**src/rtl/fwd_hazard_scoreboard_if.sv**
```systemverilog
// fwd_hazard_scoreboard_if: forwarding/hazard bundle between pipeline control and the scoreboard
interface fwd_hazard_scoreboard_if #(
  parameter int REG_ADDR_W = 5,
  parameter int NUM_SRC = 2,
  parameter int CNT_W = 16
);
  logic [NUM_SRC*REG_ADDR_W-1:0] ex_rs_i;
  logic mem_regwrite_i;
  logic [REG_ADDR_W-1:0] mem_rd_i;
  logic wb_regwrite_i;
  logic [REG_ADDR_W-1:0] wb_rd_i;
  logic [NUM_SRC*2-1:0] fwd_sel_o;
  logic [NUM_SRC*REG_ADDR_W-1:0] id_rs_i;
  logic [NUM_SRC-1:0] id_use_i;
  logic issue_i;
  logic [REG_ADDR_W-1:0] issue_rd_i;
  logic complete_i;
  logic [REG_ADDR_W-1:0] complete_rd_i;
  logic stall_o;
  logic [CNT_W-1:0] stall_cnt_o;
  logic deadlock_o;
  logic proto_err_o;
  modport slave (
    input ex_rs_i, mem_regwrite_i, mem_rd_i, wb_regwrite_i, wb_rd_i, id_rs_i, id_use_i,
          issue_i, issue_rd_i, complete_i, complete_rd_i,
    output fwd_sel_o, stall_o, stall_cnt_o, deadlock_o, proto_err_o
  );
  modport master (
    output ex_rs_i, mem_regwrite_i, mem_rd_i, wb_regwrite_i, wb_rd_i, id_rs_i, id_use_i,
           issue_i, issue_rd_i, complete_i, complete_rd_i,
    input fwd_sel_o, stall_o, stall_cnt_o, deadlock_o, proto_err_o
  );
endinterface

```
**src/rtl/fwd_hazard_scoreboard.sv**
```systemverilog
// fwd_hazard_scoreboard: EX operand forwarding plus long-latency scoreboard driving ID stalls
module fwd_hazard_scoreboard #(
  parameter int REG_ADDR_W = 5,
  parameter int NUM_SRC = 2,
  parameter int CNT_W = 16,
  parameter int STALL_TIMEOUT = 64
) (
  input logic clk_i,
  input logic rst_i,
  fwd_hazard_scoreboard_if.slave bus
);
  localparam int NUM_REGS = 2**REG_ADDR_W;
  localparam int RUN_W = $clog2(STALL_TIMEOUT+1);
  logic [NUM_REGS-1:0] pending_q, pending_d;
  logic [CNT_W-1:0] cnt_q, cnt_d;
  logic [RUN_W-1:0] run_q, run_d;
  logic deadlock_q, deadlock_d, perr_q, perr_d;
  logic stall, issue_fire, bad_cmp;
  logic [NUM_SRC*2-1:0] fwd;
  always_comb begin
    fwd = '0;
    stall = 1'b0;
    for (int k = 0; k < NUM_SRC; k++) begin
      fwd[2*k +: 2] = (bus.mem_regwrite_i && bus.mem_rd_i != '0 &&
                       bus.mem_rd_i == bus.ex_rs_i[k*REG_ADDR_W +: REG_ADDR_W]) ? 2'b10 :
                      (bus.wb_regwrite_i && bus.wb_rd_i != '0 &&
                       bus.wb_rd_i == bus.ex_rs_i[k*REG_ADDR_W +: REG_ADDR_W]) ? 2'b01 : 2'b00;
      stall = stall | (bus.id_use_i[k] && bus.id_rs_i[k*REG_ADDR_W +: REG_ADDR_W] != '0 &&
                       pending_q[bus.id_rs_i[k*REG_ADDR_W +: REG_ADDR_W]] &&
                       !(bus.complete_i && bus.complete_rd_i == bus.id_rs_i[k*REG_ADDR_W +: REG_ADDR_W]));
    end
  end
  always_comb begin
    issue_fire = bus.issue_i && !stall && bus.issue_rd_i != '0;
    bad_cmp = bus.complete_i && bus.complete_rd_i != '0 && !pending_q[bus.complete_rd_i] &&
              !(issue_fire && bus.issue_rd_i == bus.complete_rd_i);
    pending_d = pending_q;
    if (bus.complete_i && bus.complete_rd_i != '0) pending_d[bus.complete_rd_i] = 1'b0;
    if (issue_fire) pending_d[bus.issue_rd_i] = 1'b1;
    pending_d[0] = 1'b0;
    cnt_d = cnt_q + CNT_W'(stall && cnt_q != '1);
    run_d = !stall ? '0 : run_q + RUN_W'(run_q != RUN_W'(STALL_TIMEOUT));
    deadlock_d = deadlock_q | (run_d == RUN_W'(STALL_TIMEOUT));
    perr_d = perr_q | bad_cmp;
  end
  always_ff @(posedge clk_i or posedge rst_i) begin
    if (rst_i) begin
      pending_q <= '0;
      cnt_q <= '0;
      run_q <= '0;
      deadlock_q <= 1'b0;
      perr_q <= 1'b0;
    end else begin
      pending_q <= pending_d;
      cnt_q <= cnt_d;
      run_q <= run_d;
      deadlock_q <= deadlock_d;
      perr_q <= perr_d;
    end
  end
  assign bus.fwd_sel_o = fwd;
  assign bus.stall_o = stall;
  assign bus.stall_cnt_o = cnt_q;
  assign bus.deadlock_o = deadlock_q;
  assign bus.proto_err_o = perr_q;
endmodule
```
**src/flat_wrapper.sv**
```systemverilog
// flat-port wrapper written by rule: the top's interface ports become plain ports
module fwd_hazard_scoreboard_flat 
#(
  parameter int REG_ADDR_W = 5,
  parameter int NUM_SRC = 2,
  parameter int CNT_W = 16,
  parameter int STALL_TIMEOUT = 64
)
  (clk_i, rst_i, bus_ex_rs_i, bus_mem_regwrite_i, bus_mem_rd_i, bus_wb_regwrite_i, bus_wb_rd_i, bus_id_rs_i, bus_id_use_i, bus_issue_i, bus_issue_rd_i, bus_complete_i, bus_complete_rd_i, bus_fwd_sel_o, bus_stall_o, bus_stall_cnt_o, bus_deadlock_o, bus_proto_err_o);
  fwd_hazard_scoreboard_if #(.REG_ADDR_W(REG_ADDR_W), .NUM_SRC(NUM_SRC), .CNT_W(CNT_W)) bus_i ();
  input logic clk_i;
  input logic rst_i;
  input wire logic [$bits(bus_i.ex_rs_i)-1:0] bus_ex_rs_i;
  input wire logic [$bits(bus_i.mem_regwrite_i)-1:0] bus_mem_regwrite_i;
  input wire logic [$bits(bus_i.mem_rd_i)-1:0] bus_mem_rd_i;
  input wire logic [$bits(bus_i.wb_regwrite_i)-1:0] bus_wb_regwrite_i;
  input wire logic [$bits(bus_i.wb_rd_i)-1:0] bus_wb_rd_i;
  input wire logic [$bits(bus_i.id_rs_i)-1:0] bus_id_rs_i;
  input wire logic [$bits(bus_i.id_use_i)-1:0] bus_id_use_i;
  input wire logic [$bits(bus_i.issue_i)-1:0] bus_issue_i;
  input wire logic [$bits(bus_i.issue_rd_i)-1:0] bus_issue_rd_i;
  input wire logic [$bits(bus_i.complete_i)-1:0] bus_complete_i;
  input wire logic [$bits(bus_i.complete_rd_i)-1:0] bus_complete_rd_i;
  output wire logic [$bits(bus_i.fwd_sel_o)-1:0] bus_fwd_sel_o;
  output wire logic [$bits(bus_i.stall_o)-1:0] bus_stall_o;
  output wire logic [$bits(bus_i.stall_cnt_o)-1:0] bus_stall_cnt_o;
  output wire logic [$bits(bus_i.deadlock_o)-1:0] bus_deadlock_o;
  output wire logic [$bits(bus_i.proto_err_o)-1:0] bus_proto_err_o;
  assign bus_i.ex_rs_i = bus_ex_rs_i;
  assign bus_i.mem_regwrite_i = bus_mem_regwrite_i;
  assign bus_i.mem_rd_i = bus_mem_rd_i;
  assign bus_i.wb_regwrite_i = bus_wb_regwrite_i;
  assign bus_i.wb_rd_i = bus_wb_rd_i;
  assign bus_i.id_rs_i = bus_id_rs_i;
  assign bus_i.id_use_i = bus_id_use_i;
  assign bus_i.issue_i = bus_issue_i;
  assign bus_i.issue_rd_i = bus_issue_rd_i;
  assign bus_i.complete_i = bus_complete_i;
  assign bus_i.complete_rd_i = bus_complete_rd_i;
  assign bus_fwd_sel_o = bus_i.fwd_sel_o;
  assign bus_stall_o = bus_i.stall_o;
  assign bus_stall_cnt_o = bus_i.stall_cnt_o;
  assign bus_deadlock_o = bus_i.deadlock_o;
  assign bus_proto_err_o = bus_i.proto_err_o;
  fwd_hazard_scoreboard #(.REG_ADDR_W(REG_ADDR_W), .NUM_SRC(NUM_SRC), .CNT_W(CNT_W), .STALL_TIMEOUT(STALL_TIMEOUT)) u_core (.clk_i(clk_i), .rst_i(rst_i), .bus(bus_i));
endmodule
```
**config.mk**
```make
export PLATFORM = sky130hd
export DESIGN_NAME = fwd_hazard_scoreboard_flat
export DESIGN_NICKNAME = d
export VERILOG_FILES = /design/src/rtl/fwd_hazard_scoreboard_if.sv /design/src/rtl/fwd_hazard_scoreboard.sv /design/src/flat_wrapper.sv
export SDC_FILE = /design/constraint.sdc
export NUM_CORES = 1
export LEC_CHECK = 0
export CORE_MARGIN = 3
export CORE_UTILIZATION = 25
export DETAILED_ROUTE_END_ITERATION = 7
export SYNTH_ARGS = -nofsm -noshare
export SYNTH_HDL_FRONTEND = slang
export SYNTH_SLANG_ARGS = --single-unit
```
**constraint.sdc**
```tcl
create_clock -name clk_i -period 4 [get_ports clk_i]
set_input_delay 0.8 -clock clk_i [delete_from_list [all_inputs] [get_ports clk_i]]
set_output_delay 0.8 -clock clk_i [all_outputs]
set_load 0.02 [all_outputs]
```
==> results.cfg, run 1 <==
[run_status]
status = finished, final reports clean

[cts]
post_cts_buffers = 0
clk_latency_ns = 0.29
h-tree-depth = 2
clock_sinks = 56
cts-root-buf = clkbuf_16
cts-buffers-inserted = 5
clkTransAtPathRegs_ns = 0.07
clockBufferDepth = 2
tritoncts = yes

[synth]
synthTopCellsByArea = dfrtp_1 36%, mux4_2 7.4%, xor2_1 7.3%, o31ai_1 6.1%, o21ai_0 4.4%
yosysWarnings = 0
synth_top_area_share = 0.355
syn_inst = 381
ys_types = 49
synth_common_cells = 56 x dfrtp_1, 35 x o21ai_0, 33 x xor2_1
synth.yosys.seq_area_share = 0.355
synth.avg_cell_area_sq_um = 10.4
synth-seq-cells = 56
synth_edf_count = 0
synth_top_family_by_area = simple AND/OR/NAND/NOR gates
synth_flop_cell = dfrtp_1
synth_compound_area_frac = 0.155
yosys.area_share.simple = 0.169
synth.most_common_cell = dfrtp_1
ys_async_sr_fraction = 1.00
synth_xor_area_frac = 0.118
synthesis.nets = 434
synth-adder-area-share = 0.0159
syn_area_sq_mm = 0.00395
synth_top_cell_by_area = dfrtp_1
synthMuxAreaShare = 0.146

[run]
drv_cap = 0

[sta]
min_period_ns = 3.86
worst_pin_slew_ns = 0.760
fin_tns_setup_ns = 0
setup_slack_ns = 0.139
rsz0062_at_grt = false
fin_crit_sh = 0.965
max_slew_margin = 0.492
drv_slew = 0
setup_viol = 0
hold_viol = 0
fmax_mhz = 259
fin_skew_ns = 0.00676

[cells_and_area]
final_nets = 512
nFillCells = 1566
diodes = 0
drive_above_1_share = 0.130
multi_input_area_sq_mm = 0.00238
seqCellArea_sq_mm = 0.00140
areaGrowthSynthToFinish_pct = 30.4
fin_area_sq_mm = 0.00514

[critical_path]
slowest_stage = mux4_1
crit_arrival_ns = 3.06
crit_fanout = 9
critical_path_class = in -> out
start_kind = input pin
crit_buf_inv = 3
cpPeakStageDelay_ns = 0.56
setup.worst_path.end_class = output pin
path_delay_family = buffers and inverters
cp_cell_sequence = clkdlybuf4s50_1 -> buf_12 -> mux4_1 -> mux2i_1 -> nor2b_1 -> o2111ai_2 -> o41ai_4 -> dlygate4sd2_1
required_ns = 3.20

[global_routing]
grt_pass1_wl_microns = 18900
antenna_found_initial = 0
grt_max_degree = 37
grtUsageTotal = 0.132
grt_overflow = 0
grt_pass1_vias = 3572

[detailed_routing]
routed_wirelength_microns = 11200
dr_total_vias = 3400
dr.pass1.iters = 4
routedWlPerCell_microns = 16.7
drtIter0Drc = 176
drtAntennaViolNets = 0
vias_per_cell = 5.07
route.detailed.drc = 0

[power_and_ir_drop]
power_mw = 1.90
worst_ir_drop_vdd_mv = 0.286
powerDensity_mw_per_mm2 = 370
p_leak_nw = 2.02

[floorplan]
initial_core_util = 0.258
die-width_microns = 132
coreArea_sq_mm = 0.0153
pin_count = 71
die_area_sq_mm = 0.0173
die_y_microns = 132
num_rows = 45

[placement]
preCtsSetupSlack_ns = -0.143
portBuffers = 70
gp_congestion = 0.876
postPlaceCellArea_sq_mm = 0.00499
detailed_place_hpwl_microns = 8470

[worst_hold_path]
hp-class = reg -> reg
## report_power, final
part | internal, mW | switching, mW
combinational | 0.334 | 0.297
clock | 0.251 | 0.206
sequential | 0.679 | 0.134
total | 1.26 | 0.637
## worst paths after layout
check                      cells after the start  slack (ns)                         end                  start
max in group asynchronous                      3        2.26             u_core.run_q[2]                  rst_i
min                                            1        0.47       u_core.bus.deadlock_o  u_core.bus.deadlock_o
max reg2reg                                   13        0.97  u_core.bus.stall_cnt_o[14]    u_core.pending_q[2]
min reg2reg                                    1        0.47       u_core.bus.deadlock_o  u_core.bus.deadlock_o
min in group asynchronous                      2        0.97  u_core.bus.stall_cnt_o[14]                  rst_i
max                                            8        0.14                 bus_stall_o         bus_id_rs_i[5]
## cell usage in the layout (no fill, tap or decap), types with 4 or more instances in the layout
master	netlist	layout
o21ai_0	35	35
nand2b_1	4	4
o31ai_1	32	32
or4_1	5	5
mux4_1	4	4
nand2_1	18	18
xnor2_1	20	20
nor4_1	7	7
nor2_1	14	14
nand4_1	4	4
ha_1	5	5
mux4_2	13	13
clkbuf_16	0	5
nand3b_1	16	16
nor2b_1	5	5
mux2i_1	13	13
xor2_1	33	33
and3_1	5	5
buf_4	0	21
nand3_1	18	18
inv_1	7	6
clkdlybuf4s50_1	0	69
or3b_2	4	4
dfrtp_1	56	56
and2_1	7	7
## metrics by stage
stage | cells | utilization | hold WS (ns)
5_1_grt | 671 | 0.336 | 0.501
3_5_place_dp | 663 | 0.326 | 0.472
2_1_floorplan | 381 | - | 0.497
3_3_place_gp | 663 | 0.326 | 0.463
6_report | 671 | 0.336 | 0.475
4_1_cts | 671 | 0.336 | 0.488
## flip-flops by register name, indices dropped and copies added, names as in the netlist
signal	count
u_core.bus.stall_cnt_o	16
u_core.bus.deadlock_o	1
u_core.bus.proto_err_o	1
u_core.pending_q	31
u_core.run_q	7
## timing repair
item                       CTS  global route
resized for setup            1             0
setup endpoints to repair    1             0
hold endpoints to repair     0             0
hold buffers                 0             0
## layer usage
metal  up-vias  global-route usage  wire [microns]
li1       1590                   -               -
met1      1693               0.175            4980
met2       104               0.224            5460
met3        13              0.0195             590
met4         0              0.0385             184
met5         -                   0               0
## layout make-up
type,instances,area share
multi-input combinational,295,0.463
sequential,56,0.272
timing repair buffer,94,0.178
tap,211,0.0513
clock buffer,6,0.0270
inverter,7,0.00511
clock inverter,2,0.00268
## kinds of logic after synthesis
family,count (synthesis)
xor+xnor,53
buf+inv,30
compound gates,87
mux,34
simple gates,116
flops,56
fa+ha+maj,5
(Power assumes the default switching activity.)
==> run 2: changes to the inputs <==
- CTS_CLUSTER_DIAMETER: unset -> 100
==> results of run 2 <==
No change in the layout: final DEF, timing and power equal those of run 1.
==> run 3: changes to the inputs <==
==> constraint.sdc (replaced) <==
create_clock -name clk_i -period 4 [get_ports clk_i]
set_input_delay 0.4 -clock clk_i [delete_from_list [all_inputs] [get_ports clk_i]]
set_output_delay 0.4 -clock clk_i [all_outputs]
set_load 0.02 [all_outputs]
==> results.cfg, run 3 (synthesized netlist as in run 1, its figures left out) <==
[floorplan]
pin_count = 71
initial_core_util = 0.258
num_rows = 45
die_area_sq_mm = 0.0173
die_y_microns = 132
coreArea_sq_mm = 0.0153
die-width_microns = 132

[cts]
cts-root-buf = clkbuf_16
tritoncts = yes
clockBufferDepth = 2
post_cts_buffers = 0
cts_resized = 0
clkTransAtPathRegs_ns = 0.07
h-tree-depth = 2
clock_sinks = 56
clk_latency_ns = 0.30
cts-buffers-inserted = 5
cts_hold_buf = 0

[critical_path]
critical_path_class = in -> reg
start_kind = input pin
cpPeakStageDelay_ns = 0.66
crit_arrival_ns = 3.71
cp_cell_sequence = clkdlybuf4s50_1 -> buf_4 -> mux4_2 -> a2111oi_2 -> o41ai_4 -> o41a_2 -> ha_1 -> ha_1 -> and3_1 -> nand2b_1 -> nor3_1 -> xor2_1
rr_worst_depth = 12
r2r_end = u_core.bus.stall_cnt_o[14]
required_ns = 4.18
r2r_slack_ns = 0.91
slowest_stage = clkdlybuf4s50_1
reg2reg_from = u_core.pending_q[24]
crit_fanout = 6
critPathMostFrequentCell = ha_1
setup.worst_path.end_class = register

[detailed_routing]
drtIter0Drc = 214
vias_per_cell = 5.15
dr.max_layer_used = met4
dr_total_vias = 3386
dr.pass1.iters = 5
dr_wl_met3_microns = 508
wl_met2_microns = 5460
routedWlPerCell_microns = 17.3
route.detailed.drc = 0
routed_wirelength_microns = 11400
wl_met1_microns = 5250
drtAntennaViolNets = 0

[global_routing]
grt_pass1_wl_microns = 19000
antenna_found_initial = 0
grt_overflow = 0
grt_pass1_vias = 3552
grt_max_degree = 41
grtUsageTotal = 0.133

[sta]
worst_pin_slew_ns = 0.513
min_period_ns = 3.54
fmax_mhz = 283
fin_tns_setup_ns = 0
fin_crit_sh = 0.884
hold_viol = 0
max_slew_margin = 0.657
drv_slew = 0
setup_slack_ns = 0.465
fin_skew_ns = 0.00710
rsz0062_at_grt = false
setup_viol = 0

[cells_and_area]
final_cell_mix = 70 x clkdlybuf4s50_1, 56 x dfrtp_1, 35 x o21ai_0
mostFrequentLayoutCell = clkdlybuf4s50_1
drive_above_1_share = 0.103
diodes = 0
multi_input_area_sq_mm = 0.00238
largest_reg_flops = 31
seqCellArea_sq_mm = 0.00140
nFillCells = 1614
final_nets = 500
areaGrowthSynthToFinish_pct = 27.1
top_register = u_core.pending_q

[power_and_ir_drop]
power_mw = 1.86
worst_ir_drop_vdd_mv = 0.256
powerDensity_mw_per_mm2 = 372
p_leak_nw = 1.94

[placement]
preCtsSetupSlack_ns = 0.147
detailed_place_hpwl_microns = 8370
portBuffers = 70
gp_congestion = 0.803

[worst_hold_path]
hp-class = in -> async

[run]
drv_cap = 0

[run_status]
status = finished, final reports clean
==> run 3: changes by cell type in the layout (fill, tap and decap cells not counted) <==
cell	change
buf_4	-10
clkdlybuf4s50_1	+1
dlygate4sd2_1	-1
clkbuf_8	-1
inv_6	-1
buf_12	-2
clkbuf_1	+1
==> run 3: where the power goes <==
part	internal, mW	switching, mW	leakage [nW]
combinational	0.321	0.298	1.15
sequential	0.680	0.137	0.720
clock	0.229	0.199	0.0667
total	1.23	0.634	1.94
==> run 3: through the flow <==
step	util	instances	cell area [sq um]	hold slack, ns
2_1_floorplan	-	381	3950	0.497
5_1_grt	0.327	658	5010	0.485
4_1_cts	0.327	658	5010	0.453
3_5_place_dp	0.319	651	4880	0.476
6_report	0.327	658	5010	0.440
3_3_place_gp	0.319	651	4880	0.480
==> run 3: metal layers <==
layer / up-vias / track usage
li1: 1568 / -
met1: 1698 / 0.180
met2: 108 / 0.220
met3: 12 / 0.0195
met4: 0 / 0.0403
met5: - / 0
==> run 3: worst max path at each step <==
stage / startpoint / end / cells after the start
finish: bus_id_rs_i[0] / u_core.bus.stall_cnt_o[14] / 12
global route: bus_id_rs_i[0] / u_core.bus.stall_cnt_o[14] / 13
CTS: bus_id_rs_i[0] / u_core.bus.stall_cnt_o[14] / 12
detailed placement: bus_id_rs_i[0] / u_core.bus.stall_cnt_o[14] / 12
global placement: bus_id_rs_i[0] / u_core.bus.stall_cnt_o[14] / 12
floorplan: bus_id_rs_i[2] / u_core.bus.stall_cnt_o[14] / 14
==> run 3: final cells by class <==
| type | count | share of cell area |
|---|---|---|
| Clock inverter | 1 | 0.000999 |
| Timing Repair Buffer | 82 | 0.160 |
| Clock buffer | 6 | 0.0257 |
| Inverter | 7 | 0.00524 |
| Sequential cell | 56 | 0.280 |
| Multi-Input combinational cell | 295 | 0.476 |
| Tap cell | 211 | 0.0527 |
==> run 3: critical path, delay by kind of cell <==
kind / cells / cell delay (ns)
buffers and inverters: 2 / 0.88
AO/OA/AOI/OAI: 3 / 0.83
XOR/XNOR: 1 / 0.14
AND/OR/NAND/NOR: 3 / 0.49
multiplexers: 1 / 0.51
adder cells (fa/ha/maj): 2 / 0.47
==> patch 1, RTL diff (flow settings as in run 3) <==
`pending_q` no longer has a reset.
--- a/src/rtl/fwd_hazard_scoreboard.sv
+++ b/src/rtl/fwd_hazard_scoreboard.sv
@@ -45,18 +45,20 @@
   end
   always_ff @(posedge clk_i or posedge rst_i) begin
     if (rst_i) begin
-      pending_q <= '0;
       cnt_q <= '0;
       run_q <= '0;
       deadlock_q <= 1'b0;
       perr_q <= 1'b0;
     end else begin
-      pending_q <= pending_d;
       cnt_q <= cnt_d;
       run_q <= run_d;
       deadlock_q <= deadlock_d;
       perr_q <= perr_d;
     end
+  end
+
+  always_ff @(posedge clk_i) begin
+    pending_q <= pending_d;
   end
   assign bus.fwd_sel_o = fwd;
   assign bus.stall_o = stall;
Check against the original RTL: not equivalent (Yosys sat finds a counterexample within 4 cycles, from zero or initial values and one cycle with rst_i high).
==> patch 1 against run 3 <==
Setup slack worse by 0.10 ns. Largest cell class unchanged. Area after synthesis down 3.8%. Synthesized cell count grew 2.4%. Sequential cell count stayed put. Routed wire length fell by 4.4%. Cell count decreased by 3.6%. Combinational power shrank 6.0%. Cell area shrank 4.4%. Power up 0.11%.
==> patch 1: results (changes against run 3) <==
| Metric | Value |
|---|---|
| Commonest cells post-synth | `o21ai_0 (37), o31ai_1 (32), dfxtp_1 (31)` |
| Initial antenna violation count | `0 (unchanged)` |
| Async SR Flop Fraction | `0.446 (-0.554)` |
| Number of fill cells in the layout | `1473 (-8.7%)` |
| Synth warn | `0 (unchanged)` |
| Number of flip-flops under the largest register name | `31 (unchanged)` |
| CTS HTree Levels | `2 (unchanged)` |
| Reg-to-Reg Start | `u_core.pending_q[9]` |
| Register area share after synthesis | `0.328 (-0.0269)` |
| Vias in the first global route | `3297 (-7.2%)` |
| GPL Wtd Cong | `0.885 (+10%)` |
| Static Leak | `0.00177 µW (-8.5%)` |
| CP arrival | `3.24 ns (-0.47 ns)` |
| Iteration count of the initial detailed-routing pass | `5 (unchanged)` |
| Slowest-stage cell, CP | `clkdlybuf4s50_1` |
| Worst Max-Slew Pin Slew | `0.946 ns (+0.433 ns)` |
| Post-synthesis cell type count | `45 (-8.2%)` |
| Vias per std cell | `5.22 (+1.4%)` |
| Max IR drop VDD | `0.221 mV (-14%)` |
| Initial DRC Count | `291 (+36%)` |
| RR Endpoint | `u_core.bus.stall_cnt_o[14]` |
| R2R Setup Slk | `1.15 ns (+0.24 ns)` |
| Peak per-stage delay on the critical path | `0.61 ns (-0.05 ns)` |
| Largest net degree at the start of global routing | `42 (+2.4%)` |
| CTS Buf Count | `5 (unchanged)` |
| Wire per inst | `17.1 µm (-0.83%)` |
| Syn_nets | `443 (+2.1%)` |
| R2R cell count | `11 (-1)` |
| First-pass GRT wire length | `17400 µm (-8.4%)` |
| Max Root-Sink Buffers | `2 (unchanged)` |
| Main synth FF type | `dfxtp_1` |
| Setup Buffers After CTS | `0 (unchanged)` |
| Crit Path Max Fanout | `41 (+35)` |
| Crit path to | `bus_stall_o` |
| Worst-path clk slew | `0.07 ns (about the same)` |
| Status | `finished clean` |
| HPWL Detailed | `8030 µm (-4.1%)` |
| Layout cells sized above 1 | `0.0844 (-0.0185)` |
| Total GRT Usage | `0.128 (-0.00439)` |
| Area contributors post-synth | `dfrtp_1 (16%), dfxtp_1 (16%), xor2_1 (6.9%)` |
| Diodes inserted | `0 (unchanged)` |
| Clock skew | `0.00910 ns (+0.00199 ns)` |
| Setup crit start | `bus_id_rs_i[0]` |
| Post-CTS sizing | `0 (unchanged)` |
| Nets@finish | `502 (+0.40%)` |
| Hold Path Cell Cnt | `1` |
| Min-Delay Path Class | `reg2reg` |
| Port buffer count | `70 (unchanged)` |
| Reg with most FFs | `u_core.pending_q` |
| Root buffer cell | `clkbuf_16` |
| Worst-skew pair later-pin latency | `0.29 ns` |
-- patch 1: changes by cell type after synthesis, sizes merged, moves of 3 or more --
cell / run 3 / this run
xnor2: 20 / 24
dfrtp: 56 / 25
dfxtp: 0 / 31
buf: 9 / 13
xor2: 33 / 30
nand2: 18 / 21
and3: 5 / 2
-- patch 1: routing by layer --
metal,vias to the layer above,global-route usage,part of all wire
met4,0,0.0229,0.0056
met2,130,0.187,0.43
met5,-,0,0
li1,1573,-,-
met1,1602,0.188,0.46
met3,4,0.0412,0.098
-- patch 1: worst min path at each step --
| stage | startpoint | to | slack, ns |
|---|---|---|---|
| floorplan | rst_i | u_core.bus.deadlock_o | 0.43 |
| global placement | u_core.bus.deadlock_o | u_core.bus.deadlock_o | 0.46 |
| detailed placement | u_core.bus.deadlock_o | u_core.bus.deadlock_o | 0.46 |
| CTS | u_core.bus.deadlock_o | u_core.bus.deadlock_o | 0.48 |
| global route | u_core.bus.deadlock_o | u_core.bus.deadlock_o | 0.51 |
| finish | u_core.bus.deadlock_o | u_core.bus.deadlock_o | 0.48 |
-- patch 1: logic make-up (layout without fill, tap and decap cells) --
kind of cell | Yosys count | after routing | share of synthesized area
AOI/OAI and AO/OA | 87 | 87 | 0.154
xor gates and xnor gates | 54 | 54 | 0.125
adders and majority gates | 5 | 5 | 0.0165
buffers and inverters | 32 | 92 | 0.0461
DFF | 56 | 56 | 0.328
muxes | 33 | 33 | 0.148
and+or+nand+nor | 123 | 123 | 0.182
-- patch 1: critical path: cells and delay by family --
family / cells / cell delay, ns
simple gates: 1 / 0.09
compound gates: 3 / 0.69
buf+inv: 4 / 1.73
mux: 1 / 0.31
-- patch 1: power breakdown --
| part | leakage (µW) | internal [µW] | switching [µW] |
|---|---|---|---|
| registers | 0.000586 | 678 | 144 |
| clock network | 0.0000790 | 270 | 191 |
| logic | 0.00111 | 307 | 274 |
| total | 0.00177 | 1260 | 609 |
-- patch 1: final cells by class --
type | instances | area (µm²) | share of cell area
Clock inverter | 1 | 5.00 | 0.00104
Clock buffer | 7 | 154 | 0.0321
Inverter | 6 | 22.5 | 0.00470
Timing Repair Buffer | 78 | 761 | 0.159
Sequential cell | 56 | 1250 | 0.260
Tap cell | 184 | 230 | 0.0480
Multi-Input combinational cell | 302 | 2370 | 0.495
-- patch 1: through the flow --
stage	setup WS, ns	hold slack (ns)	instance area [µm²]	power [µW]	std cells
2_1_floorplan	1.00	0.427	3800	1170	390
3_3_place_gp	0.430	0.459	4630	1400	626
3_5_place_dp	0.352	0.462	4630	1410	626
4_1_cts	0.380	0.482	4790	1880	634
5_1_grt	0.142	0.511	4790	1970	634
6_report	0.363	0.479	4790	1860	634
==> patch 2, RTL diff (flow settings as in run 3) <==
Without the edit above. `REG_ADDR_W` is set to 5 in 3 places; all go to 4.
--- a/src/rtl/fwd_hazard_scoreboard_if.sv
+++ b/src/rtl/fwd_hazard_scoreboard_if.sv
@@ -1,6 +1,6 @@
 // fwd_hazard_scoreboard_if: forwarding/hazard bundle between pipeline control and the scoreboard
 interface fwd_hazard_scoreboard_if #(
-  parameter int REG_ADDR_W = 5,
+  parameter int REG_ADDR_W = 4,
   parameter int NUM_SRC = 2,
   parameter int CNT_W = 16
 );
--- a/src/rtl/fwd_hazard_scoreboard.sv
+++ b/src/rtl/fwd_hazard_scoreboard.sv
@@ -1,6 +1,6 @@
 // fwd_hazard_scoreboard: EX operand forwarding plus long-latency scoreboard driving ID stalls
 module fwd_hazard_scoreboard #(
-  parameter int REG_ADDR_W = 5,
+  parameter int REG_ADDR_W = 4,
   parameter int NUM_SRC = 2,
   parameter int CNT_W = 16,
   parameter int STALL_TIMEOUT = 64
--- a/src/flat_wrapper.sv
+++ b/src/flat_wrapper.sv
@@ -1,7 +1,7 @@
 // flat-port wrapper written by rule: the top's interface ports become plain ports
 module fwd_hazard_scoreboard_flat 
 #(
-  parameter int REG_ADDR_W = 5,
+  parameter int REG_ADDR_W = 4,
   parameter int NUM_SRC = 2,
   parameter int CNT_W = 16,
   parameter int STALL_TIMEOUT = 64
Interface: changed (6 resized); port bits go from 71 to 63. The function was not compared with the original's and may differ.
==> patch 2 against run 3 <==
Worst hold slack better by 0.042 ns. Clock skew down 0.00071 ns. Sequential cell count down 16. Power down 28%. Cell area down 30%. Area after synthesis down 32%. Sequential power down 29%. Setup slack better by 0.21 ns. Clock power down 23%. Routed wire length down 37%. Die area down 31%. Highest routed layer unchanged.
==> patch 2: results (changes against run 3) <==
| Metric | Value |
|---|---|
| Status | `finished clean` |
| Main synth FF type | `dfrtp_1` |
| First-pass GRT wire length | `11800 µm (-38%)` |
| RR Endpoint | `u_core.bus.stall_cnt_o[12]` |
| Static Leak | `0.00138 µW (-29%)` |
| Iteration count of the initial detailed-routing pass | `4 (-1)` |
| Placed instance area | `3410 µm² (-30%)` |
| Layout cells sized above 1 | `0.0619 (-0.0410)` |
| GPL Wtd Cong | `0.849 (+5.8%)` |
| Peak per-stage delay on the critical path | `0.75 ns (+0.09 ns)` |
| Pre-CTS setup slack | `0.492 ns (+0.345 ns)` |
| Via count | `2314 (-32%)` |
| Synth Instances | `280 (-27%)` |
| Register area share after synthesis | `0.374 (+0.0191)` |
| Initial antenna violation count | `0 (unchanged)` |
| Syn_nets | `326 (-25%)` |
| Commonest cells post-synth | `dfrtp_1 (40), xnor2_1 (30), nand2_1 (20), nand3_1 (20)` |
| R2R cell count | `11 (-1)` |
| Area contributors post-synth | `dfrtp_1 (37%), xnor2_1 (9.8%), xor2_1 (5.2%)` |
| Vias in the first global route | `2407 (-32%)` |
| CP arrival | `2.93 ns (-0.78 ns)` |
| Initial DRC Count | `110 (-49%)` |
| Post-synthesis mux area share | `0.0866 (-0.0596)` |
| Hold Path Cell Cnt | `1` |
| R2R Setup Slk | `1.27 ns (+0.36 ns)` |
| Root buffer cell | `clkbuf_8` |
| Post-synthesis cell type count | `41 (-16%)` |
| Post-Synth Adder-Cell Area | `0.0281 (+0.0122)` |
| CTS Buf Count | `5 (unchanged)` |
| HPWL Detailed | `5290 µm (-37%)` |
| Slew HR | `0.662 (+0.00466)` |
| Synth Area in Compound Gates | `0.128 (-0.0272)` |
| Min-Delay Path Class | `reg2reg` |
| Nets@finish | `384 (-23%)` |
| Number of flip-flops under the largest register name | `16 (-48%)` |
| XOR/XNOR Fraction of Synth Area | `0.151 (+0.0330)` |
| Hold WS | `0.482 ns (+0.0422 ns)` |
| Clock skew | `0.00640 ns (-0.000706 ns)` |
| Crit Path Max Fanout | `9 (+3)` |
| Min-delay src | `u_core.bus.deadlock_o` |
| Delay-heaviest family, CP | `buffers and inverters` |
| Final Non-Filler Cells | `475 (-28%)` |
| Largest net degree at the start of global routing | `41 (unchanged)` |
| Placed cells | `467 (-28%)` |
| Reg-to-Reg Start | `u_core.pending_q[7]` |
| Async SR Flop Fraction | `1.00 (unchanged)` |
| Drt total wl | `7130 µm (-37%)` |
| Max IR drop VDD | `0.259 mV (+1.4%)` |
| Total GRT Usage | `0.122 (-0.0111)` |
| Port buffer count | `62 (-11%)` |
-- patch 2: final cells by class --
type | count | area, µm²
fill | 1089 | 6850
timing repair buffer | 67 | 658
inverter | 6 | 22.5
tap | 136 | 170
clock buffer | 5 | 68.8
multi-input combinational | 218 | 1560
clock inverter | 3 | 42.5
sequential | 40 | 1000
-- patch 2: where the power goes --
group / switching [µW] / internal (µW) / leakage [µW] / total (µW)
Sequential: 97.9 / 479 / 0.000519 / 577
Clock: 145 / 185 / 0.0000541 / 329
Combinational: 216 / 222 / 0.000811 / 439
-- patch 2: cells by family (layout without fill, tap and decap cells) --
logic type	after synthesis	after routing
adders and majority gates	6	6
AOI/OAI and AO/OA	50	50
DFF	40	40
and+or+nand+nor	98	98
buffers and inverters	22	81
muxes	18	18
xor gates and xnor gates	46	46
-- patch 2: how the worst max path moves through the flow --
stage              startpoint                         end  slack, ns  cells past startpoint
2_1_floorplan  bus_id_rs_i[0]  u_core.bus.stall_cnt_o[12]       1.07                     14
3_3_place_gp   bus_id_rs_i[4]  u_core.bus.stall_cnt_o[12]       0.60                     11
3_5_place_dp   bus_id_rs_i[4]  u_core.bus.stall_cnt_o[12]       0.49                     11
4_1_cts        bus_id_rs_i[4]                 bus_stall_o       0.65                      5
5_1_grt        bus_id_rs_i[4]                 bus_stall_o       0.54                      5
6_report       bus_id_rs_i[4]                 bus_stall_o       0.67                      5
-- patch 2: metal layers --
| layer | vias to the layer above | global-route usage | part of all wire |
|---|---|---|---|
| met3 | 8 | 0.0252 | 0.073 |
| met1 | 1109 | 0.166 | 0.48 |
| li1 | 1123 | - | - |
| met5 | - | 0 | 0 |
| met2 | 74 | 0.196 | 0.44 |
| met4 | 0 | 0.0329 | 0.012 |
